File: config.mk
export PLATFORM = sky130hd
export DESIGN_NAME = alu_issue
export DESIGN_NICKNAME = d
export VERILOG_FILES = /design/src/rtl/alu_issue_pkg.sv /design/src/rtl/alu_issue_regfile.sv /design/src/rtl/alu_issue.sv
export SDC_FILE = /design/constraint.sdc
export NUM_CORES = 1
export LEC_CHECK = 0
export ABC_AREA = 1
export CELL_PAD_IN_SITES_DETAIL_PLACEMENT = 0
export CELL_PAD_IN_SITES_GLOBAL_PLACEMENT = 1
export CORE_MARGIN = 2
export CORE_UTILIZATION = 43
export DETAILED_ROUTE_END_ITERATION = 8
export HOLD_SLACK_MARGIN = 0.05
export PLACE_DENSITY = 0.88
export REMOVE_ABC_BUFFERS = 1
export SETUP_SLACK_MARGIN = 0.2
export SLEW_MARGIN = 10
export SYNTH_ARGS = -nofsm -noshare
export SYNTH_HDL_FRONTEND = slang
export SYNTH_SLANG_ARGS = --single-unit
File: constraint.sdc
create_clock -name clk -period 1.95 [get_ports clk]
set_input_delay 0.39 -clock clk [delete_from_list [all_inputs] [get_ports clk]]
set_output_delay 0.39 -clock clk [all_outputs]
set_load 0.01 [all_outputs]
File: src/rtl/alu_issue_pkg.sv
// Shared datapath definitions for the issue stage and the ALU it feeds.
package alu_issue_pkg;
    localparam int WORD = 16;
    localparam int OPW  = 5;
    localparam int REGW = 4;
    localparam int NREG = 16;

    localparam logic [OPW-1:0] OP_ADD = 5'd0;
    localparam logic [OPW-1:0] OP_SUB = 5'd1;
    localparam logic [OPW-1:0] OP_AND = 5'd2;
    localparam logic [OPW-1:0] OP_OR  = 5'd3;
    localparam logic [OPW-1:0] OP_XOR = 5'd4;
endpackage

File: src/rtl/alu_issue_regfile.sv
// Register file: one synchronous write port, two async read ports plus a debug port; r0 reads zero.
module alu_issue_regfile
    import alu_issue_pkg::*;
(
    input  logic            clk,
    input  logic            rst_n,
    input  logic            we,
    input  logic [REGW-1:0] waddr,
    input  logic [WORD-1:0] wdata,
    input  logic [REGW-1:0] raddr_a,
    output logic [WORD-1:0] rdata_a,
    input  logic [REGW-1:0] raddr_b,
    output logic [WORD-1:0] rdata_b,
    input  logic [REGW-1:0] dbg_addr,
    output logic [WORD-1:0] dbg_data
);
    logic [WORD-1:0] regs [NREG];

    always_ff @(posedge clk or negedge rst_n) begin
        if (!rst_n) begin
            for (int i = 0; i < NREG; i++) regs[i] <= '0;
        end else if (we && waddr != '0) begin
            regs[waddr] <= wdata;
        end
    end

    assign rdata_a  = (raddr_a  == '0) ? '0 : regs[raddr_a];
    assign rdata_b  = (raddr_b  == '0) ? '0 : regs[raddr_b];
    assign dbg_data = (dbg_addr == '0) ? '0 : regs[dbg_addr];
endmodule

File: src/rtl/alu_issue.sv
// Operand-issue stage: reads/forwards operands into the execute register feeding the ALU,
// and writes the ALU result back at the end of the execute cycle.
module alu_issue
    import alu_issue_pkg::*;
(
    input  logic            clk,
    input  logic            rst_n,
    input  logic            in_valid,
    output logic            in_ready,
    input  logic [OPW-1:0]  in_op,
    input  logic [REGW-1:0] in_rd,
    input  logic [REGW-1:0] in_rs,
    input  logic [REGW-1:0] in_rt,
    input  logic            in_imm_sel,
    input  logic [WORD-1:0] in_imm,
    input  logic            hold,
    output logic [WORD-1:0] X,
    output logic [WORD-1:0] Y,
    output logic [OPW-1:0]  ALUop,
    output logic            ex_valid,
    input  logic [WORD-1:0] z,
    input  logic [REGW-1:0] dbg_addr,
    output logic [WORD-1:0] dbg_data
);
    logic [REGW-1:0] ex_rd;
    logic [WORD-1:0] rf_a, rf_b;
    logic [WORD-1:0] opnd_x, opnd_y;
    logic            wb_en;

    assign in_ready = !hold;
    assign wb_en    = ex_valid && !hold;

    alu_issue_regfile u_regfile (
        .clk      (clk),
        .rst_n    (rst_n),
        .we       (wb_en),
        .waddr    (ex_rd),
        .wdata    (z),
        .raddr_a  (in_rs),
        .rdata_a  (rf_a),
        .raddr_b  (in_rt),
        .rdata_b  (rf_b),
        .dbg_addr (dbg_addr),
        .dbg_data (dbg_data)
    );

    // The retiring result is forwarded so a dependent instruction never sees the stale entry.
    always_comb begin
        opnd_x = rf_a;
        opnd_y = rf_b;
        if (in_rs == '0)
            opnd_x = '0;
        else if (wb_en && ex_rd == in_rs)
            opnd_x = z;
        if (in_imm_sel)
            opnd_y = in_imm;
        else if (in_rt == '0)
            opnd_y = '0;
        else if (wb_en && ex_rd == in_rt)
            opnd_y = z;
    end

    always_ff @(posedge clk or negedge rst_n) begin
        if (!rst_n) begin
            X        <= '0;
            Y        <= '0;
            ALUop    <= '0;
            ex_rd    <= '0;
            ex_valid <= 1'b0;
        end else if (!hold) begin
            if (in_valid) begin
                X        <= opnd_x;
                Y        <= opnd_y;
                ALUop    <= in_op;
                ex_rd    <= in_rd;
                ex_valid <= 1'b1;
            end else begin
                ex_valid <= 1'b0;
            end
        end
    end
endmodule

==> results.yml, run 1 <==
floorplan:
  fp-row-count: 76
  ios: 113
  die_area_um2: 44800
  coreArea_um2: 42800
  start_util_pct: 43.3
  die_w_um: 212
  die_h_um: 212
synth:
  synth_seq_cells: 298
  syn_inst: 2813
  yosys_warnings: 0
  ys_types: 29
  synth_area_per_cell_um2: 6.59
  synth_top_family_by_area: "simple AND/OR/NAND/NOR gates"
  synth_fa_ha_area_share_pct: 0
  post_synth_and_or_nand_nor_area_fraction_pct: 28.3
  ys_seq_area_share_pct: 40.2
  synth_compound_area_share_pct: 21.9
  synthMuxAreaShare_pct: 0
  synthXorXnorAreaFrac_pct: 0.0472
  synth_area_um2: 18500
hold_path:
  hp-class: "primary input to async pin"
worst_setup_path:
  ff2ff_path_depth: 11
  start_kind: "flop"
  r2r-end: "X[4]$_DFFE_PN0P_"
  cp_slowest_cell: "dfrtp_1"
  arrival_ps: 1860
  path_cells: "inv_2, a21oi_2, o21ai_1, o21ai_1, nand2_1, a31oi_4, buf_6, buf_6"
  worstPathMaxFanout: 3
  timing.rr.start: "ex_rd[1]$_DFFE_PN0P_"
  crit_required_ps: 1560
  worstSetupEndpointType: "primary output"
  max_stage_delay_ps: 400
  r2r_setup_slack_ps: 240
  crit_type: "flop to primary output"
place:
  pre_cts_slack_ps: -1020
  dp_hpwl_um: 52100
  io_buffer_count: 112
  placedCellCount: 3616
  gp_congestion: 0.972
timing:
  fin_crit_sh_pct: 116
  fin_skew_ps: 16.3
  fin_tns_setup_ps: -3580
  hold_viol: 0
  fmax_mhz: 444
  finalSetupViolations: 16
  rsz0062_at_grt: "true"
  slew_violations: 0
  tightest_slew_ps: 581
  fin_ws_ps: -303
  slew_headroom_pct: 61.2
  holdWs_ps: 366
  period_needed_ps: 2250
layout:
  multi_input_area_um2: 9800
  final_cell_mix: "nand2_1, o21ai_0, buf_4"
  final_layout_size_suffix_gt1_share_pct: 21.4
  antenna_cells: 0
  layout.cells.non_filler: 3742
  layout_commonest_cell: "nand2_1"
  syn_to_final_growth_pct: 35.4
  layout.area.seq_um2: 7460
  n_fill_cell: 3952
  layout.nets: 3224
job:
  drv_cap: 0
global_routing:
  antenna_found_initial: 0
  grt_usage_pct: 35.3
  grt.overflow.total: 0
  grt_max_degree: 95
  grt_pass1_wl_um: 120000
  first_global_vias: 20400
routing:
  num_vias: 21600
  routed_via_density: 5.78
  routedWlPerCell_um: 21.2
  antenna_left: 0
  drcViolationCount: 0
  drtIter0Drc: 2561
  wirelength_um: 79400
  firstDrtPassIters: 6
clocking:
  clk_latency_ps: 560
  cts.reportedPaths.clkPinSlew_ps: 60
  cts_sinks: 298
  clockBufferDepth: 3
  tritoncts: "done"
  tritoncts.num_buffers: 38
  htreeDepth: 2
  cts-root-buf: "clkbuf_16"
power_and_ir_drop:
  cellLeakagePower_nw: 12.1
  power_mw: 25.4
  power.density_nw_per_um2: 1010
  vdd_drop_max_mv: 0.605
status:
  violations: "setup timing"
  run_status: "complete, but fails checks"
registers in the layout (all words and copies together), names as in the netlist:
| name | count |
|---|---|
| ex_rd | 4 |
| Y | 16 |
| ALUop | 5 |
| X | 16 |
| ex_valid | 1 |
| u_regfile.regs | 256 |
worst max path at each step:
stage	start	to	cells after the start
detailed placement	dbg_addr[2]	dbg_data[10]	8
CTS	u_regfile.regs[236]$_DFFE_PN0P_	dbg_data[12]	8
global route	u_regfile.regs[237]$_DFFE_PN0P_	dbg_data[13]	8
finish	u_regfile.regs[160]$_DFFE_PN0P_	dbg_data[0]	8
floorplan	in_rs[0]	X[0]$_DFFE_PN0P_	8
global placement	dbg_addr[2]	dbg_data[0]	8
area by class of cell:
cell class / instances / area share (%)
multi-input combinational: 2081 / 39.0
tap: 546 / 2.72
clock inverter: 14 / 0.763
sequential: 298 / 29.7
timing repair buffer: 553 / 20.3
inverter: 194 / 2.93
clock buffer: 56 / 4.55
layer usage:
| layer | routed length (µm) | share of wire [%] | vias to the layer above | track usage (%) |
|---|---|---|---|---|
| li1 | - | - | 9941 | - |
| met1 | 31600 | 40 | 10000 | 46.6 |
| met2 | 34600 | 44 | 1364 | 54.6 |
| met3 | 8400 | 11 | 285 | 6.39 |
| met4 | 4870 | 6.1 | 0 | 20.1 |
| met5 | 0 | 0 | - | 0 |
timing repair:
action | in CTS | in global routing
gates resized for setup | 256 | 100
hold endpoints to repair | 38 | 0
endpoints found under the setup margin | 56 | 45
cloned | 0 | 2
buffers inserted | 21 | 32
hold buffers | 1 | 0
pin swaps | 66 | 60
critical path, delay by kind of cell (launching register included):
| family | cells | cell delay [ps] |
|---|---|---|
| AND/OR/NAND/NOR | 1 | 120 |
| buffers and inverters | 3 | 280 |
| flip-flops | 1 | 400 |
| AO/OA/AOI/OAI | 4 | 510 |
cell usage after synthesis (all sizes together):
cell type	number	area (µm²)
xnor2	1	8.76
a31o	1	8.76
nor3	4	35.0
nor4	1	12.5
clkbuf	138	518
a31oi	16	100
nand3	265	1330
o211ai	34	255
dfrtp	298	7460
nor2	187	719
o21ai	476	2380
a21oi	253	1280
nand4	1	6.26
o22ai	6	37.5
inv	194	731
buf	102	518
nand2	836	3140
stage by stage:
step / util (%) / area [µm²]
after detailed placement: 53.3 / 22800
after floorplan: - / 17500
final: 58.6 / 25100
after CTS: 57.5 / 24600
after global placement: 53.3 / 22800
after global routing: 58.6 / 25100
power by group:
| group | switching (mW) | leakage, nW | internal [mW] | total, mW |
|---|---|---|---|---|
| combinational | 4.66 | 7.57 | 4.20 | 8.86 |
| clock | 2.94 | 0.643 | 4.61 | 7.55 |
| sequential | 1.14 | 3.89 | 7.83 | 8.97 |
cells by family after synthesis:
| group | after synthesis |
|---|---|
| AO/OA/AOI/OAI | 786 |
| XOR/XNOR | 1 |
| buffers and inverters | 434 |
| flip-flops | 298 |
| AND/OR/NAND/NOR | 1294 |
Power figures use the tool's default switching activity.
==> inputs of run 2 (changes only) <==
PLACE_DENSITY = default   (was 0.88)
PLACE_DENSITY_LB_ADDON = 0.1   (was default)
==> results.yml, run 2 (synthesis gave the netlist of run 1 again) <==
global_routing:
  grt_pass1_wl_um: 124000
  grt_max_degree: 64
  antenna_found_initial: 0
  first_global_vias: 20200
  grt_usage_pct: 37.2
  grt.overflow.total: 0
routing:
  antenna_left: 0
  firstDrtPassIters: 5
  drcViolationCount: 0
  num_vias: 21300
  routedWlPerCell_um: 22.5
  wirelength_um: 83700
  routed_via_density: 5.75
  drtIter0Drc: 2606
hold_path:
  hp-class: "primary input to flop"
  hold-path-cell-count: 3
layout:
  final_layout_size_suffix_gt1_share_pct: 20.7
  largest_register_ffs: 256
  final_area_um2: 25100
  layout_commonest_cell: "nand2_1"
  syn_to_final_growth_pct: 35.3
  layout.nets: 3195
  final_cell_mix: "nand2_1, o21ai_0, buf_4"
  final_core_util_pct: 58.6
  antenna_cells: 0
  regMostFlops: "u_regfile.regs"
  layout.cells.non_filler: 3712
  top_regs: "u_regfile.regs x256, X x16, Y x16"
power_and_ir_drop:
  cellLeakagePower_nw: 12.0
  power.density_nw_per_um2: 994
  vdd_drop_max_mv: 0.733
clocking:
  htreeDepth: 2
  tritoncts.num_buffers: 38
  clk_latency_ps: 580
  cts.reportedPaths.clkPinSlew_ps: 60
  cts_sinks: 298
  cts-root-buf: "clkbuf_16"
  clockBufferDepth: 3
  tritoncts: "done"
place:
  dp_hpwl_um: 53900
  gp_congestion: 0.929
  io_buffer_count: 112
  postPlaceCellArea_um2: 22700
  placedCellCount: 3600
worst_setup_path:
  arrival_ps: 1860
  crit_type: "flop to primary output"
  path_cells: "inv_1, a21oi_2, o21ai_1, nand3_2, nand3_2, a31oi_4, buf_6, buf_6"
  max_stage_delay_ps: 340
  r2r_setup_slack_ps: 190
  start_kind: "flop"
  cp_slowest_cell: "dfrtp_1"
  worstPathMaxFanout: 2
  worstSetupEndpointType: "primary output"
  ff2ff_path_depth: 10
  crit_required_ps: 1560
floorplan:
  die_w_um: 212
  die_area_um2: 44800
  start_util_pct: 43.3
  fp-row-count: 76
  coreArea_um2: 42800
  die_h_um: 212
  ios: 113
timing:
  fmax_mhz: 445
  rsz0062_at_grt: "true"
  fin_tns_setup_ps: -2980
  finalSetupViolations: 16
  holdWs_ps: 352
  period_needed_ps: 2250
  hold_viol: 0
  fin_ws_ps: -297
  fin_crit_sh_pct: 115
  slew_headroom_pct: 64.1
  fin_skew_ps: 18.1
  slew_violations: 0
  tightest_slew_ps: 539
job:
  drv_cap: 0
status:
  run_status: "complete, but fails checks"
  violations: "setup timing"
==> run 2: changes by cell type in the layout (fill, tap and decap cells not counted), moves of 5 or more <==
| cell | previous run | this run |
|---|---|---|
| clkbuf_1 | 9 | 4 |
| buf_6 | 31 | 22 |
| buf_12 | 50 | 57 |
| inv_2 | 46 | 37 |
| o21ai_0 | 373 | 389 |
| o21ai_1 | 97 | 85 |
| a21oi_2 | 43 | 55 |
| a21oi_1 | 210 | 198 |
| buf_8 | 1 | 7 |
| buf_4 | 370 | 333 |
| inv_1 | 145 | 152 |
| clkbuf_8 | 6 | 14 |
| a31oi_1 | 1 | 7 |
==> run 2: layout make-up <==
type                            instances  area (µm²)
Timing Repair Buffer                  524        5030
Inverter                              194         746
Clock inverter                         10         103
Sequential cell                       298        7460
Clock buffer                           59        1230
Tap cell                              546         683
Multi-Input combinational cell       2081        9820
Fill cell                            4099       17700
==> run 2: critical path, delay by kind of cell (launching register included) <==
kind,cells,cell delay [ps]
AO/OA/AOI/OAI,3,470
flip-flops,1,340
buffers and inverters,3,290
AND/OR/NAND/NOR,2,180
==> run 2: report_power, final <==
part / total, mW / leakage [nW] / switching, mW / internal, mW
Clock: 7.56 / 0.666 / 2.96 / 4.60
Combinational: 8.38 / 7.49 / 4.49 / 3.89
Sequential: 8.98 / 3.89 / 1.15 / 7.82
Total: 24.9 / 12.0 / 8.60 / 16.3
==> run 2: layer usage <==
layer | up-vias | wire (µm) | global-route usage, %
met5 | - | 0 | 0
met4 | 0 | 5080 | 20.9
met3 | 260 | 8260 | 7.65
met2 | 1080 | 36500 | 57.2
met1 | 10100 | 33800 | 48.9
li1 | 9895 | - | -
==> run 2: what timing repair did <==
item | CTS | global route
gates cloned | 2 | 2
buffers inserted | 18 | 20
hold buffers | 1 | 0
endpoints found under the hold margin | 38 | 0
gates resized for setup | 246 | 126
setup endpoints to repair | 63 | 80
pin swaps | 51 | 84
==> run 2: worst paths after layout <==
kind / start / endpoint
max: u_regfile.regs[27]$_DFFE_PN0P_ / dbg_data[11]
min: in_op[0] / ALUop[0]$_DFFE_PN0P_
min reg2reg: u_regfile.regs[240]$_DFFE_PN0P_ / u_regfile.regs[240]$_DFFE_PN0P_
max in group asynchronous: rst_n / u_regfile.regs[205]$_DFFE_PN0P_
min in group asynchronous: rst_n / u_regfile.regs[186]$_DFFE_PN0P_
max reg2reg: ex_rd[1]$_DFFE_PN0P_ / X[4]$_DFFE_PN0P_
==> run 2: per-stage QoR <==
stage	power [mW]	setup WS [ps]
floorplan	12.6	-941
global placement	16.5	-1560
detailed placement	16.8	-1150
CTS	24.5	-309
global route	26.4	-388
finish	24.9	-297
